File: src/rtl/bcd_countdown_timer_pkg.sv
// Shared definitions for the BCD timer/counter display path.
//   state_t     : timer FSM state encoding
//   BCD_MAX/ZERO: BCD digit limits
//   SEG_*       : active-high seven-segment glyphs, index 0 = segment a .. 6 = segment g
//   seg_decode  : BCD digit to active-high glyph; codes 10-15 blank
package timer_pkg;

  typedef enum logic [1:0] {
    IDLE = 2'd0,
    RUN  = 2'd1,
    HOLD = 2'd2,
    DONE = 2'd3
  } state_t;

  localparam logic [3:0] BCD_MAX  = 4'd9;
  localparam logic [3:0] BCD_ZERO = 4'd0;

  localparam logic [0:6] SEG_0     = 7'b1111110;
  localparam logic [0:6] SEG_1     = 7'b0110000;
  localparam logic [0:6] SEG_2     = 7'b1101101;
  localparam logic [0:6] SEG_3     = 7'b1111001;
  localparam logic [0:6] SEG_4     = 7'b0110011;
  localparam logic [0:6] SEG_5     = 7'b1011011;
  localparam logic [0:6] SEG_6     = 7'b1011111;
  localparam logic [0:6] SEG_7     = 7'b1110000;
  localparam logic [0:6] SEG_8     = 7'b1111111;
  localparam logic [0:6] SEG_9     = 7'b1111011;
  localparam logic [0:6] SEG_BLANK = 7'b0000000;

  function automatic logic [0:6] seg_decode(input logic [3:0] digit);
    logic [0:6] seg;
    case (digit)
      4'd0:    seg = SEG_0;
      4'd1:    seg = SEG_1;
      4'd2:    seg = SEG_2;
      4'd3:    seg = SEG_3;
      4'd4:    seg = SEG_4;
      4'd5:    seg = SEG_5;
      4'd6:    seg = SEG_6;
      4'd7:    seg = SEG_7;
      4'd8:    seg = SEG_8;
      4'd9:    seg = SEG_9;
      default: seg = SEG_BLANK;
    endcase
    return seg;
  endfunction

endpackage

File: src/rtl/bcd_countdown_timer_if.sv
// Control and display bundle of the BCD countdown timer.
//   master: drives load_val/load/start/pause, observes count, display and status
//   slave : the timer itself
interface bcd_countdown_timer_if;
  logic [7:0] load_val;
  logic       load;
  logic       start;
  logic       pause;
  logic [3:0] bcd_lo;
  logic [3:0] bcd_hi;
  logic [0:6] hex_lo;
  logic [0:6] hex_hi;
  logic       busy;
  logic       done;

  modport master (
    output load_val, load, start, pause,
    input  bcd_lo, bcd_hi, hex_lo, hex_hi, busy, done
  );

  modport slave (
    input  load_val, load, start, pause,
    output bcd_lo, bcd_hi, hex_lo, hex_hi, busy, done
  );
endinterface

File: src/rtl/bcd_countdown_timer_digit.sv
// One BCD digit down-counter.
//   novo_clock1 : counting clock
//   reset       : asynchronous, active-low; digit -> 0
//   load        : copy load_digit (clamped to 9) into the digit; overrides counting
//   load_digit  : preset value
//   en          : count enable
//   borrow_in   : decrement request from the lower digit (tie high for the lowest)
//   digit       : current value
//   borrow_out  : this digit is 0 while a borrow is requested, i.e. it would wrap
module bcd_digit_down
  import timer_pkg::*;
(
  input  logic       novo_clock1,
  input  logic       reset,
  input  logic       load,
  input  logic [3:0] load_digit,
  input  logic       en,
  input  logic       borrow_in,
  output logic [3:0] digit,
  output logic       borrow_out
);

  function automatic logic [3:0] bcd_clamp(input logic [3:0] d);
    return (d > BCD_MAX) ? BCD_MAX : d;
  endfunction

  // Not gated by en: the tens borrow_out doubles as the "count is 00" flag.
  assign borrow_out = borrow_in && (digit == BCD_ZERO);

  always_ff @(posedge novo_clock1 or negedge reset) begin
    if (!reset) begin
      digit <= BCD_ZERO;
    end else if (load) begin
      digit <= bcd_clamp(load_digit);
    end else if (en && borrow_in) begin
      digit <= (digit == BCD_ZERO) ? BCD_MAX : digit - 4'd1;
    end
  end

endmodule

File: src/rtl/bcd_countdown_timer.sv
// Two-digit BCD countdown timer with seven-segment outputs.
//   novo_clock1 : counting clock (divided 1 Hz)
//   reset       : asynchronous, active-low
//   bus         : slave side of bcd_countdown_timer_if
//                 load_val/load/start/pause in; bcd_lo/bcd_hi, hex_lo/hex_hi,
//                 busy (in RUN), done (in DONE) out
// Input priority on every edge: load > pause > start.
module bcd_countdown_timer
  import timer_pkg::*;
#(
  parameter bit SEG_ACTIVE_LOW = 1'b1
) (
  input logic               novo_clock1,
  input logic               reset,
  bcd_countdown_timer_if.slave bus
);

  state_t     state, state_nxt;
  logic [3:0] cnt_lo, cnt_hi;
  logic       borrow_lo;
  logic       cnt_zero;
  logic       cnt_one;
  logic       run_en;
  logic       busy_q, done_q;

  assign cnt_one = (cnt_hi == BCD_ZERO) && (cnt_lo == 4'd1);

  // Never decrement from 00, so the count cannot wrap to 99.
  assign run_en = (state == RUN) && !bus.load && !bus.pause && !cnt_zero;

  bcd_digit_down u_units (
    .novo_clock1 (novo_clock1),
    .reset       (reset),
    .load        (bus.load),
    .load_digit  (bus.load_val[3:0]),
    .en          (run_en),
    .borrow_in   (1'b1),
    .digit       (cnt_lo),
    .borrow_out  (borrow_lo)
  );

  // Tens decrements only when the units digit wraps 0 -> 9; its borrow-out
  // is therefore high exactly when both digits are 0.
  bcd_digit_down u_tens (
    .novo_clock1 (novo_clock1),
    .reset       (reset),
    .load        (bus.load),
    .load_digit  (bus.load_val[7:4]),
    .en          (run_en),
    .borrow_in   (borrow_lo),
    .digit       (cnt_hi),
    .borrow_out  (cnt_zero)
  );

  always_comb begin
    state_nxt = state;
    if (bus.load) begin
      state_nxt = IDLE;
    end else begin
      case (state)
        IDLE: begin
          if (!bus.pause && bus.start) begin
            state_nxt = cnt_zero ? DONE : RUN;
          end
        end
        RUN: begin
          if (bus.pause) begin
            state_nxt = HOLD;
          end else if (cnt_one || cnt_zero) begin
            // This edge's decrement lands on 00.
            state_nxt = DONE;
          end
        end
        HOLD: begin
          if (!bus.pause && bus.start) begin
            state_nxt = RUN;
          end
        end
        DONE: state_nxt = DONE;
        default: state_nxt = IDLE;
      endcase
    end
  end

  // Status flags are registered decodes of the next state so they line up
  // with the state register.
  always_ff @(posedge novo_clock1 or negedge reset) begin
    if (!reset) begin
      state  <= IDLE;
      busy_q <= 1'b0;
      done_q <= 1'b0;
    end else begin
      state  <= state_nxt;
      busy_q <= (state_nxt == RUN);
      done_q <= (state_nxt == DONE);
    end
  end

  assign bus.bcd_lo = cnt_lo;
  assign bus.bcd_hi = cnt_hi;
  assign bus.busy   = busy_q;
  assign bus.done   = done_q;
  assign bus.hex_lo = SEG_ACTIVE_LOW ? ~seg_decode(cnt_lo) : seg_decode(cnt_lo);
  assign bus.hex_hi = SEG_ACTIVE_LOW ? ~seg_decode(cnt_hi) : seg_decode(cnt_hi);

endmodule

File: src/flat_wrapper.sv
// flat-port wrapper written by rule: the top's interface ports become plain ports
module bcd_countdown_timer_flat import timer_pkg::*;
#(
  parameter bit SEG_ACTIVE_LOW = 1'b1
)
  (novo_clock1, reset, bus_load_val, bus_load, bus_start, bus_pause, bus_bcd_lo, bus_bcd_hi, bus_hex_lo, bus_hex_hi, bus_busy, bus_done);
  bcd_countdown_timer_if bus_i ();
  input logic novo_clock1;
  input logic reset;
  input wire logic [$bits(bus_i.load_val)-1:0] bus_load_val;
  input wire logic [$bits(bus_i.load)-1:0] bus_load;
  input wire logic [$bits(bus_i.start)-1:0] bus_start;
  input wire logic [$bits(bus_i.pause)-1:0] bus_pause;
  output wire logic [$bits(bus_i.bcd_lo)-1:0] bus_bcd_lo;
  output wire logic [$bits(bus_i.bcd_hi)-1:0] bus_bcd_hi;
  output wire logic [$bits(bus_i.hex_lo)-1:0] bus_hex_lo;
  output wire logic [$bits(bus_i.hex_hi)-1:0] bus_hex_hi;
  output wire logic [$bits(bus_i.busy)-1:0] bus_busy;
  output wire logic [$bits(bus_i.done)-1:0] bus_done;
  assign bus_i.load_val = bus_load_val;
  assign bus_i.load = bus_load;
  assign bus_i.start = bus_start;
  assign bus_i.pause = bus_pause;
  assign bus_bcd_lo = bus_i.bcd_lo;
  assign bus_bcd_hi = bus_i.bcd_hi;
  assign bus_hex_lo = bus_i.hex_lo;
  assign bus_hex_hi = bus_i.hex_hi;
  assign bus_busy = bus_i.busy;
  assign bus_done = bus_i.done;
  bcd_countdown_timer #(.SEG_ACTIVE_LOW(SEG_ACTIVE_LOW)) u_core (.novo_clock1(novo_clock1), .reset(reset), .bus(bus_i));
endmodule
File: config.mk
export PLATFORM = sky130hd
export DESIGN_NAME = bcd_countdown_timer_flat
export DESIGN_NICKNAME = d
export VERILOG_FILES = /design/src/rtl/bcd_countdown_timer_pkg.sv /design/src/rtl/bcd_countdown_timer_if.sv /design/src/rtl/bcd_countdown_timer_digit.sv /design/src/rtl/bcd_countdown_timer.sv /design/src/flat_wrapper.sv
export SDC_FILE = /design/constraint.sdc
export NUM_CORES = 1
export LEC_CHECK = 0
export BUFFER_PORTS_ARGS = -buffer_cell sky130_fd_sc_hd__buf_2
export CAP_MARGIN = 10
export CORE_ASPECT_RATIO = 0.8
export CORE_UTILIZATION = 48
export CTS_BUF_LIST = sky130_fd_sc_hd__clkbuf_2
export CTS_CLUSTER_DIAMETER = 150
export DETAILED_ROUTE_END_ITERATION = 8
export PLACE_DENSITY = 0.8
export SETUP_SLACK_MARGIN = 0.3
export SYNTH_ARGS = -nofsm -noshare
export SYNTH_HDL_FRONTEND = slang
export SYNTH_SLANG_ARGS = --single-unit
File: constraint.sdc
create_clock -name novo_clock1 -period 2.14 [get_ports novo_clock1]
set_input_delay 0.107 -clock novo_clock1 [delete_from_list [all_inputs] [get_ports novo_clock1]]
set_output_delay 0.107 -clock novo_clock1 [all_outputs]
set_load 0.005 [all_outputs]
== Yosys cells after proc, flatten, opt, wreduce, memory -nomap -nowiden ==
Memories as Yosys holds them, arrays and structs flattened.
Cells that the tools add are included.
W data, S select, Z words.

* Register bits after elaboration: 12
* Latch bits: 0
* Bits in writable memories: 0
* ROM bits: 224
* Input port bits: 13
* Memories: 2

* Add/sub/neg operators: 2
* Multiply operators: 0
* Div/mod/pow operators: 0
* $lt $le $gt $ge: 2
* Equal/unequal tests: 6
* Shifts and indexed selects: 0
* Mux-type cells: 15
* Bitwise gates (word level): 2
* Reduce and logical (&&, ||, !) cells: 16

{| class="wikitable"
|+ Memory list
! name !! depth !! bits a word !! read ports !! clocked after memory_dff !! write ports !! RTL line !! source
|-
| (no name shown) || 16 || 7 || 1 || 0 || 0 || bcd_countdown_timer_pkg.sv:32 || <nowiki>case (digit)</nowiki>
|-
| (no name shown) || 16 || 7 || 1 || 0 || 0 || bcd_countdown_timer_pkg.sv:32 ||
|}

{| class="wikitable"
|+ Operator list
! cell !! number
|-
| $mux W4 || 8
|-
| $not A7 Y7 || 2
|-
| $mux W2 || 6
|-
| $gt A4 B4 Y1 const B || 2
|-
| $logic_not A4 Y1 || 2
|-
| $pmux W2 S4 || 1
|-
| $sub A4 B1 Y4 const B || 2
|-
| $logic_and A1 B1 Y1 || 7
|-
| $eq A2 B2 Y1 const B || 3
|-
| $eq A2 B1 Y1 const B || 2
|-
| $eq A4 B1 Y1 const B || 1
|-
| $reduce_bool A2 Y1 || 2
|-
| $logic_not A1 Y1 || 3
|-
| $logic_not A2 Y1 || 1
|-
| $logic_or A1 B1 Y1 || 1
|}

== Logic depth before layout (Yosys ltp) ==
Gate-level depths: netlist of the first run.

* Depth in word-level cells: 8
* Mapped depth: 6

== By module ==
A second synthesis of the first run with hierarchy kept.

* Cell total of the unflattened synthesis: 126
* Area total of the unflattened synthesis: 1123.6 µm²

{| class="wikitable"
|+ Modules (own cells, without submodules)
! module !! instances !! cells an instance !! area each (µm²) !! seq. area each (µm²)
|-
| bcd_countdown_timer || 1 || 76 || 590.6 || 100.1
|-
| bcd_digit_down || 2 || 25 || 266.5 || 100.1
|}

== Least setup slack after synthesis of the first run ==
Ideal clock, no wire load.

* Kind: register -> register
* Start: register u_core.u_units.digit[0]
* End: register u_core.u_tens.digit[1]
* Library setup time: 74 ps
* Data arrival time: 1918 ps
* Required time: 2066 ps
* Setup slack: 147 ps
* Cell stages (with the launch flop): 7
* Buffers on the path: 0
* Clock period less this slack: 1993 ps
* Cells stage by stage: dfrtp_1 inv_1 ha_1 or3b_1 and3b_4 mux2_4 o21ai_2

* Longest elaborated chain between the ends: 6

{| class="wikitable"
|+ Ends and longest elaborated chain
! item !! RTL line !! source
|-
| start: declaration || bcd_countdown_timer_digit.sv:19 || <nowiki>output logic [3:0] digit,</nowiki>
|-
| start signal: assignment || bcd_countdown_timer_digit.sv:34 || <nowiki>digit <= bcd_clamp(load_digit);</nowiki>
|-
| start signal: assignment || bcd_countdown_timer_digit.sv:36 || <nowiki>digit <= (digit == BCD_ZERO) ? BCD_MAX : digit - 4'd1;</nowiki>
|-
| $logic_not A4 Y1 (*) || bcd_countdown_timer_digit.sv:28 || <nowiki>assign borrow_out = borrow_in && (digit == BCD_ZERO);</nowiki>
|-
| $logic_and A1 B1 Y1 || bcd_countdown_timer_digit.sv:28 ||
|-
| $logic_not A1 Y1 || bcd_countdown_timer.sv:29 || <nowiki>assign run_en = (state == RUN) && !bus.load && !bus.pause && !cnt_zero;</nowiki>
|-
| $logic_and A1 B1 Y1 || bcd_countdown_timer.sv:29 ||
|-
| $logic_and A1 B1 Y1 (*) || bcd_countdown_timer_digit.sv:35 || <nowiki>end else if (en && borrow_in) begin</nowiki>
|-
| $reduce_bool A2 Y1 (no line) (*) || -- ||
|-
| end signal: assignment || bcd_countdown_timer_digit.sv:34 ||
|-
| end signal: assignment || bcd_countdown_timer_digit.sv:36 ||
|-
| end: declaration || bcd_countdown_timer_digit.sv:19 ||
|}

Every way passes the cells marked *; elsewhere a longest branch is shown, timed or not.
A chain may end at the register's enable or synchronous reset.

== Worst setup path after layout of the first run ==
Same ends and word-level chain as after synthesis.

==> flow_metrics.tcl, run 1 <==
set metrics [dict create \
    drt-total-wl_um 3340 \
    drc_errors 0 \
    path_clk_slew_ps 130 \
    rsz0062_at_grt "true" \
    fin_crit_sh 0.859 \
    cp_top_family "simple AND/OR/NAND/NOR gates" \
    drive_above_1_share 0.424 \
    grt_pass1_wl_um 4950 \
    p_per_area_mw_per_mm2 514 \
    wl_per_cell_um 16.0 \
    whs_path_depth 3 \
    synth_fp_nets 161 \
    path_cells "inv_4 > ha_4 > or3b_4 > and3b_4 > mux2_4 > o21ai_2" \
    status "complete, no violations" \
    h-tree-depth 1 \
    antenna_cells 0 \
    multi_input_area_um2 800 \
    syn2layout_area_growth_pct 36.3 \
    min_path_type "input pin to flip-flop" \
    cts_made_buffers 3 \
    grt_max_degree 24 \
    die_area_mm2 0.00249 \
    crit_type "flip-flop to flip-flop" \
    finalHoldViolCount 0 \
    yosysUniqueCellTypes 41 \
    endpoint_kind "flip-flop" \
    cts_tree "built" \
    num_rows 15 \
    root_buffer "clkbuf_2" \
    synth-seq-cells 12 \
    overflow 0 \
    clock_skew_ps 1.52 \
    syn_inst 135 \
    leakage_nw 0.743 \
    tightest_slew_ps 524 \
    timing.hold.ws_ps 55.9 \
    min_to "u_core.u_tens.digit[0]$_DFFE_PN0P_" \
    timing.rr.start "u_core.u_units.digit[0]$_DFFE_PN0P_" \
    netlist_area_mm2 0.00110 \
    dpl.hpwl_um 2250 \
    final.setup.tns_ps 0 \
    crit_fanout 4 \
    grt_pass1_vias 1056 \
    start_util 0.510 \
    synth_edf_count 0 \
    synth_area_leaders "dfrtp_1 27%, ha_1 15%, o21ai_0 5.5%" \
    seq_area_frac_synth 0.273 \
    synth_top_area_cell "dfrtp_1" \
    r2r_cells 6 \
    setup.worst_path.start_class "flip-flop" \
    cp_slowest_cell "dfrtp_2" \
    fin_nets 211 \
    synth-main-ff-cell "dfrtp_1" \
    synthArstFlopShare 1.00 \
    synth.yosys.warnings 0 \
    critPathArrivalTime_ps 2060 \
    clock_sinks 12 \
    min_from "bus_load_val[4]" \
    avgSynthCellArea_um2 8.15 \
    cp.required_ps 2360 \
    via_count 1195 \
    clock_path_buffers 2 \
    synth_top_area_frac 0.273 \
    drt_iter0_markers 48 \
    clk_latency_ps 280 \
    timing.rr.end "u_core.u_tens.digit[1]$_DFFE_PN0P_" \
    via_per_inst 5.72 \
    io_pins 37 \
    setup_viol 0 \
    final-seq-area_um2 304 \
    ir_drop_mv 0.431 \
    cp_num_buf_inv 1 \
    die_x_um 55.5 \
    final_area_mm2 0.00150 \
    num-fill-cells 173 \
    relSlewSlack 0.649 \
    place_area_mm2 0.00132 \
    slew_viol_final 0 \
    die_h_um 44.8 \
    coreArea_mm2 0.00216 \
    clock.fmax_mhz 544 \
    rrSetupSlack_ps 300 \
    grt_util_all_layers 0.261 \
    finalWeightedCongestion 0.935 \
    antenna_found_initial 0 \
    first_pass_iters 4 \
    max_cap_violations 0 \
    io_buffers 36 \
    postRouteAntennaNets 0 \
    fin_crit_ps 1840 \
    cp_slowest_stage_delay_ps 450 \
]
## cell usage in the layout, fill, tap and decap left out, types with 2 or more instances in the layout
cell type  netlist  layout
nand2b_1         5       5
o31a_1           2       2
dfrtp_2          0       3
o21ai_0         12      11
nor2_1          13      13
a21oi_1         10       8
inv_1           13       9
ha_4             0       2
nor2b_1          2       2
nand2_1         13      13
buf_2            3      36
clkbuf_2         0       3
inv_4            0       2
or2_2            2       2
a21oi_2          0       2
o31ai_1          2       2
a21o_1           2       2
nor3_2           0       2
ha_1            13      11
buf_4            0      12
or3b_4           1       2
inv_2            0       2
dfrtp_1         12       9
## state kept, by name (all words and copies together) (netlist names)
signal and flops:
u_core.u_tens.digit 4, u_core.u_units.digit 4, u_core.state 2, u_core.bus.busy 1
u_core.bus.done 1
## per-layer routing
metal / up-vias / routed length, µm / GRT usage
met4: 0 / 47 / 0.0800
met3: 8 / 252 / 0.0802
met2: 57 / 1600 / 0.434
met5: - / 0 / 0
li1: 566 / - / -
met1: 564 / 1450 / 0.333
## cell families (layout without fill, tap and decap cells)
logic type | after synthesis | in the layout | synth area share
XOR/XNOR | 1 | 1 | 0.00797
adder cells (fa/ha/maj) | 13 | 13 | 0.148
AO/OA/AOI/OAI | 39 | 39 | 0.224
flip-flops | 12 | 12 | 0.273
multiplexers | 3 | 3 | 0.0330
buffers and inverters | 18 | 67 | 0.0717
AND/OR/NAND/NOR | 49 | 49 | 0.242
## cell type report
class                      instances  share of cell area
multi-input combinational        105               0.533
tap                               25              0.0209
inverter                          13              0.0359
timing repair buffer              50               0.194
sequential                        12               0.203
clock buffer                       3              0.0100
clock inverter                     1             0.00250
## worst register-to-register path, delay by kind of cell (launching register included)
kind / cells / cell delay, ps
adder cells (fa/ha/maj): 1 / 120
AND/OR/NAND/NOR: 2 / 730
flip-flops: 1 / 450
buffers and inverters: 1 / 80
multiplexers: 1 / 310
AO/OA/AOI/OAI: 1 / 100
## synthesized netlist by cell type, drive strengths merged (2+ instances only)
library cell / n
dfrtp: 12
a211oi: 2
or2: 2
inv: 13
o31a: 2
ha: 13
a21oi: 10
nand2: 13
nor2b: 2
buf: 4
nand2b: 5
or3b: 2
nor4b: 2
o31ai: 2
o21ai: 13
nor3: 3
a21o: 2
mux2: 2
nor2: 13
## how the worst max path moves through the flow
stage	startpoint	to	slack, ps	depth (start not counted)
after floorplan	u_core.u_units.digit[0]$_DFFE_PN0P_	u_core.u_tens.digit[1]$_DFFE_PN0P_	260	6
after global placement	u_core.u_units.digit[0]$_DFFE_PN0P_	u_core.u_tens.digit[1]$_DFFE_PN0P_	220	6
after detailed placement	u_core.u_units.digit[0]$_DFFE_PN0P_	u_core.u_tens.digit[1]$_DFFE_PN0P_	160	6
after CTS	u_core.u_tens.digit[0]$_DFFE_PN0P_	u_core.u_tens.digit[2]$_DFFE_PN0P_	300	6
after global routing	u_core.u_units.digit[0]$_DFFE_PN0P_	u_core.u_tens.digit[1]$_DFFE_PN0P_	230	6
final	u_core.u_units.digit[0]$_DFFE_PN0P_	u_core.u_tens.digit[1]$_DFFE_PN0P_	300	6
## where the power goes
group | switching (mW) | total, mW | internal (mW) | leakage [nW]
combinational | 0.199 | 0.377 | 0.177 | 0.580
sequential | 0.0228 | 0.268 | 0.245 | 0.149
clock | 0.0848 | 0.125 | 0.0406 | 0.0140
total | 0.307 | 0.770 | 0.463 | 0.743
## through the flow
step | util | worst slack, ps | cells | power, mW
finish | 0.694 | 303 | 209 | 0.770
global route | 0.694 | 235 | 209 | 0.822
CTS | 0.657 | 301 | 206 | 0.730
detailed placement | 0.612 | 157 | 194 | 0.579
global placement | 0.612 | 221 | 194 | 0.570
floorplan | - | 265 | 135 | 0.456
## repair_timing
action / 4_1_cts / 5_1_grt
pin swaps: 2 / 3
hold endpoints to repair: 12 / 0
hold buffers: 1 / 0
gates resized for setup: 8 / 11
setup endpoints to repair: 9 / 16
setup buffers: 7 / 3
(Power assumes the default switching activity.)
==> run 2, diff against run 1 <==
==> constraint.sdc (replaced) <==
create_clock -name novo_clock1 -period 1.9 [get_ports novo_clock1]
set_input_delay 0.095 -clock novo_clock1 [delete_from_list [all_inputs] [get_ports novo_clock1]]
set_output_delay 0.095 -clock novo_clock1 [all_outputs]
set_load 0.005 [all_outputs]
==> flow_metrics.tcl, run 2 (synthesized netlist as in run 1, its figures left out) <==
set metrics [dict create \
    status "complete, no violations" \
    leakage_nw 0.855 \
    antenna_cells 0 \
    fin_crit_sh 0.948 \
    crit_type "flip-flop to flip-flop" \
    cp.required_ps 2090 \
    min_to "u_core.u_tens.digit[0]$_DFFE_PN0P_" \
    overflow 0 \
    min_path_type "input pin to flip-flop" \
    place_ws_ps 81.5 \
    max_cap_violations 0 \
    power_frac_clock 0.138 \
    rrSetupSlack_ps 100 \
    grt_pass1_vias 1100 \
    clock_sinks 12 \
    cts_tree "built" \
    r2r_cells 7 \
    syn2layout_area_growth_pct 60.2 \
    cp-startpoint "u_core.u_tens.digit[0]$_DFFE_PN0P_" \
    via_count 1333 \
    relSlewSlack 0.727 \
    ir_drop_mv 0.457 \
    root_buffer "clkbuf_2" \
    drive_above_1_share 0.551 \
    endpoint_kind "flip-flop" \
    die_x_um 55.5 \
    first_pass_iters 4 \
    final_cell_mix "36 x buf_2, 22 x buf_4, 13 x nor2_1, 13 x nand2_1, 11 x dfrtp_1" \
    clock.fmax_mhz 555 \
    multi_input_area_um2 941 \
    die_area_mm2 0.00249 \
    cp_top_family "simple AND/OR/NAND/NOR gates" \
    die_h_um 44.8 \
    antenna_found_initial 0 \
    num_rows 15 \
    timing.rr.start "u_core.u_tens.digit[0]$_DFFE_PN0P_" \
    p_int_mw 0.587 \
    cts_made_buffers 3 \
    grt_max_degree 24 \
    cp_slowest_stage_delay_ps 420 \
    fin_nets 225 \
    io_buffers 36 \
    crit_fanout 3 \
    finalWeightedCongestion 0.855 \
    rsz0062_at_grt "true" \
    path_cells "inv_2 > ha_4 > or3b_4 > buf_12 > nor4b_4 > o32ai_2 > nor2b_1" \
    layout_commonest_cell "buf_2" \
    clock_path_buffers 2 \
    critPathArrivalTime_ps 1990 \
    start_util 0.510 \
    wl_per_cell_um 17.9 \
    whs_path_depth 3 \
    setup_ws_ps 99.1 \
    via_per_inst 5.98 \
    pwr-share-seq 0.299 \
    drc_errors 0 \
    min_from "bus_load_val[4]" \
    clk_latency_ps 280 \
    grt_util_all_layers 0.284 \
    postRouteAntennaNets 0 \
    switching_power_mw 0.401 \
    grt_pass1_wl_um 5350 \
    final-seq-area_um2 302 \
    setup.worst_path.start_class "flip-flop" \
    h-tree-depth 1 \
    p_sw_frac 0.406 \
    clock_skew_ps 11.8 \
    num-fill-cells 111 \
    drt_iter0_markers 98 \
    p_total_mw 0.988 \
    slew_viol_final 0 \
    path_clk_slew_ps 130 \
    drt-total-wl_um 4000 \
    timing.hold.ws_ps 52.9 \
    cp_slowest_cell "dfrtp_1" \
    dpl.hpwl_um 2150 \
    final.setup.tns_ps 0 \
    io_pins 37 \
    cp_num_buf_inv 2 \
    tightest_slew_ps 410 \
    combPwrFrac 0.563 \
    fin_crit_ps 1800 \
    setup_viol 0 \
    coreArea_mm2 0.00216 \
    top_regs "u_core.u_tens.digit: 4 flops, u_core.u_units.digit: 4 flops, u_core.state: 2 flops" \
    p_per_area_mw_per_mm2 561 \
    timing.rr.end "u_core.bus.busy$_DFF_PN0_" \
    finalHoldViolCount 0 \
    final_area_mm2 0.00176 \
    place_area_mm2 0.00137 \
]
-- run 2: cell types whose count changed in the layout (fill, tap and decap cells not counted), sizes merged --
cell  change
buf      +14
-- run 2: final cells by class --
class,count,share of cell area
clock buffer,3,0.00852
clock inverter,1,0.00213
inverter,13,0.0277
multi-input combinational,105,0.534
sequential,12,0.171
tap,25,0.0178
timing repair buffer,64,0.239
-- run 2: worst max path at each step --
stage / cells after the start / slack, ps / to
5_1_grt: 7 / 20 / u_core.u_units.digit[0]$_DFFE_PN0P_
3_5_place_dp: 6 / 80 / u_core.u_tens.digit[1]$_DFFE_PN0P_
2_1_floorplan: 6 / 20 / u_core.u_tens.digit[1]$_DFFE_PN0P_
3_3_place_gp: 6 / 130 / u_core.u_tens.digit[1]$_DFFE_PN0P_
4_1_cts: 6 / 140 / u_core.u_tens.digit[1]$_DFFE_PN0P_
6_report: 7 / 100 / u_core.bus.busy$_DFF_PN0_
-- run 2: timing repair --
item                                    4_1_cts  5_1_grt
gates cloned                                  0        0
hold buffers                                  1        0
buffers inserted                              8        9
pin swaps                                    10       11
resized for setup                            26       23
endpoints found under the hold margin        12        0
endpoints found under the setup margin       18       20
-- run 2: power by group through the flow --
stage	clock network (mW)	logic [mW]	registers, mW
after floorplan	0	0.209	0.306
after global placement	0	0.363	0.295
after detailed placement	0	0.375	0.297
after CTS	0.132	0.445	0.293
after global routing	0.153	0.594	0.297
final	0.136	0.557	0.295
-- run 2: worst min-delay path, cell delays in order --
cell	delay [ps]
buf_2	70
o21ai_0	70
o21ai_0	60
-- run 2: per-layer routing --
metal	routed length (µm)	GRT usage	part of all wire
met1	1560	0.368	0.39
met2	1890	0.480	0.47
met3	434	0.0802	0.11
met4	116	0.0700	0.029
met5	0	0	0
-- run 2: metrics by stage --
stage / std cells / utilization
final: 223 / 0.816
after global routing: 223 / 0.816
after CTS: 214 / 0.735
after detailed placement: 201 / 0.636
after global placement: 201 / 0.636
after floorplan: 135 / -
==> run 3, diff against run 2 <==
--- a/config.mk
+++ b/config.mk
@@ -9,11 +9,11 @@
 export CAP_MARGIN = 10
 export CORE_ASPECT_RATIO = 0.8
 export CORE_UTILIZATION = 48
-export CTS_BUF_LIST = sky130_fd_sc_hd__clkbuf_2
 export CTS_CLUSTER_DIAMETER = 150
 export DETAILED_ROUTE_END_ITERATION = 8
 export PLACE_DENSITY = 0.8
 export SETUP_SLACK_MARGIN = 0.3
+export SLEW_MARGIN = 20
 export SYNTH_ARGS = -nofsm -noshare
 export SYNTH_HDL_FRONTEND = slang
 export SYNTH_SLANG_ARGS = --single-unit
==> flow_metrics.tcl, run 3 (synthesized netlist as in run 1, its figures left out) <==
set metrics [dict create \
    clk_latency_ps 290 \
    timing.rr.end "u_core.bus.busy$_DFF_PN0_" \
    grt_use_met1 0.341 \
    num_rows 15 \
    drt_iter0_markers 75 \
    min_path_type "input pin to flip-flop" \
    top_usage_layer "met2" \
    setup.worst_path.start_class "flip-flop" \
    path_cells "inv_2 > ha_4 > or3b_4 > buf_12 > nor4b_4 > o32ai_2 > nor2b_1" \
    final.setup.tns_ps 0 \
    cts_made_buffers 3 \
    grt_pass1_wl_um 4890 \
    clock_skew_ps 3.72 \
    relSlewSlack 0.710 \
    start_util 0.510 \
    die_h_um 44.8 \
    first_pass_iters 5 \
    finalHoldViolCount 0 \
    drc_errors 0 \
    tightest_slew_ps 435 \
    io_buffers 36 \
    wl_per_cell_um 17.5 \
    drt-total-wl_um 3900 \
    max_cap_violations 0 \
    place_ws_ps 81.5 \
    final_cell_mix "36 x buf_2, 19 x buf_4, 13 x nor2_1, 13 x nand2_1, 11 x dfrtp_1" \
    die_area_mm2 0.00249 \
    antenna_cells 0 \
    min_to "u_core.u_tens.digit[0]$_DFFE_PN0P_" \
    timing.rr.start "u_core.u_tens.digit[1]$_DFFE_PN0P_" \
    overflow 0 \
    clock_path_buffers 2 \
    fin_nets 225 \
    via_count 1320 \
    endpoint_kind "flip-flop" \
    grtUsageMet2 0.427 \
    leakage_nw 0.858 \
    io_pins 37 \
    layout_commonest_cell "buf_2" \
    postRouteAntennaNets 0 \
    drive_above_1_share 0.551 \
    grt_pass1_vias 1049 \
    min_from "bus_load_val[4]" \
    r2r_cells 7 \
    coreArea_mm2 0.00216 \
    num-fill-cells 111 \
    top_regs "u_core.u_tens.digit: 4 flops, u_core.u_units.digit: 4 flops, u_core.state: 2 flops" \
    antenna_found_initial 0 \
    finalWeightedCongestion 0.855 \
    fin_crit_sh 0.953 \
    timing.hold.ws_ps 40.2 \
    root_buffer "clkbuf_4" \
    h-tree-depth 1 \
    syn2layout_area_growth_pct 62.1 \
    die_x_um 55.5 \
    whs_path_depth 3 \
    grt_util_all_layers 0.258 \
    clock.fmax_mhz 553 \
    p_per_area_mw_per_mm2 599 \
    cts_tree "built" \
    p_total_mw 1.07 \
    setup_ws_ps 90.1 \
    crit_fanout 3 \
    grt_max_degree 24 \
    path_clk_slew_ps 80 \
    rsz0062_at_grt "true" \
    dpl.hpwl_um 2150 \
    cp_slowest_stage_delay_ps 420 \
    critPathArrivalTime_ps 2000 \
    globalRouteMet3Util 0.0659 \
    setup_viol 0 \
    ir_drop_mv 0.499 \
    status "complete, no violations" \
    dp.cells 201 \
    cp.required_ps 2090 \
    rrSetupSlack_ps 90 \
    cp_slowest_cell "or3b_4" \
    clock_sinks 12 \
    finalNonFillerCells 223 \
    slew_viol_final 0 \
    via_per_inst 5.92 \
    crit_type "flip-flop to flip-flop" \
    fin_crit_ps 1810 \
]
run 3: repair_timing:
item / 4_1_cts / 5_1_grt
endpoints found under the setup margin: 18 / 19
resized for setup: 20 / 30
hold endpoints to repair: 12 / 0
buffers inserted: 7 / 10
pin swaps: 7 / 7
hold buffers: 1 / 0
run 3: layer usage:
layer,vias to the layer above,wire length [µm],share of wire
met3,22,306,0.078
met2,92,1860,0.48
met4,0,141,0.036
met1,609,1590,0.41
li1,597,-,-
met5,-,0,0
run 3: worst max-delay path, delay by kind of cell (launching register included):
family	cells	cell delay, ps
fa+ha+maj	1	140
simple gates	3	790
compound gates	1	120
buf+inv	2	250
flops	1	410
run 3: worst max path at each step:
| stage | from | to | slack, ps | cells after the start |
|---|---|---|---|---|
| 2_1_floorplan | u_core.u_units.digit[0]$_DFFE_PN0P_ | u_core.u_tens.digit[1]$_DFFE_PN0P_ | 20 | 6 |
| 3_3_place_gp | u_core.u_units.digit[1]$_DFFE_PN0P_ | u_core.u_tens.digit[1]$_DFFE_PN0P_ | 130 | 6 |
| 3_5_place_dp | u_core.u_units.digit[1]$_DFFE_PN0P_ | u_core.u_tens.digit[1]$_DFFE_PN0P_ | 80 | 6 |
| 4_1_cts | u_core.u_units.digit[1]$_DFFE_PN0P_ | u_core.u_tens.digit[1]$_DFFE_PN0P_ | 140 | 6 |
| 5_1_grt | u_core.u_units.digit[1]$_DFFE_PN0P_ | u_core.u_tens.digit[2]$_DFFE_PN0P_ | 30 | 8 |
| 6_report | u_core.u_tens.digit[1]$_DFFE_PN0P_ | u_core.bus.busy$_DFF_PN0_ | 90 | 7 |
run 3: area by class of cell:
class / count / area, µm² / area share
Multi-Input combinational cell: 105 / 930 / 0.521
Timing Repair Buffer: 64 / 432 / 0.242
Sequential cell: 12 / 302 / 0.169
Inverter: 13 / 52.6 / 0.0295
Clock buffer: 4 / 36.3 / 0.0204
Tap cell: 25 / 31.3 / 0.0175
run 3: report_power, final:
group	internal (mW)	switching [mW]	leakage [nW]
clock	0.117	0.0983	0.0210
sequential	0.276	0.0210	0.150
combinational	0.267	0.288	0.687
run 3: stage by stage:
stage / cell area [µm²] / util
2_1_floorplan: 1120 / -
3_3_place_gp: 1370 / 0.636
3_5_place_dp: 1370 / 0.636
4_1_cts: 1570 / 0.727
5_1_grt: 1780 / 0.826
6_report: 1780 / 0.826
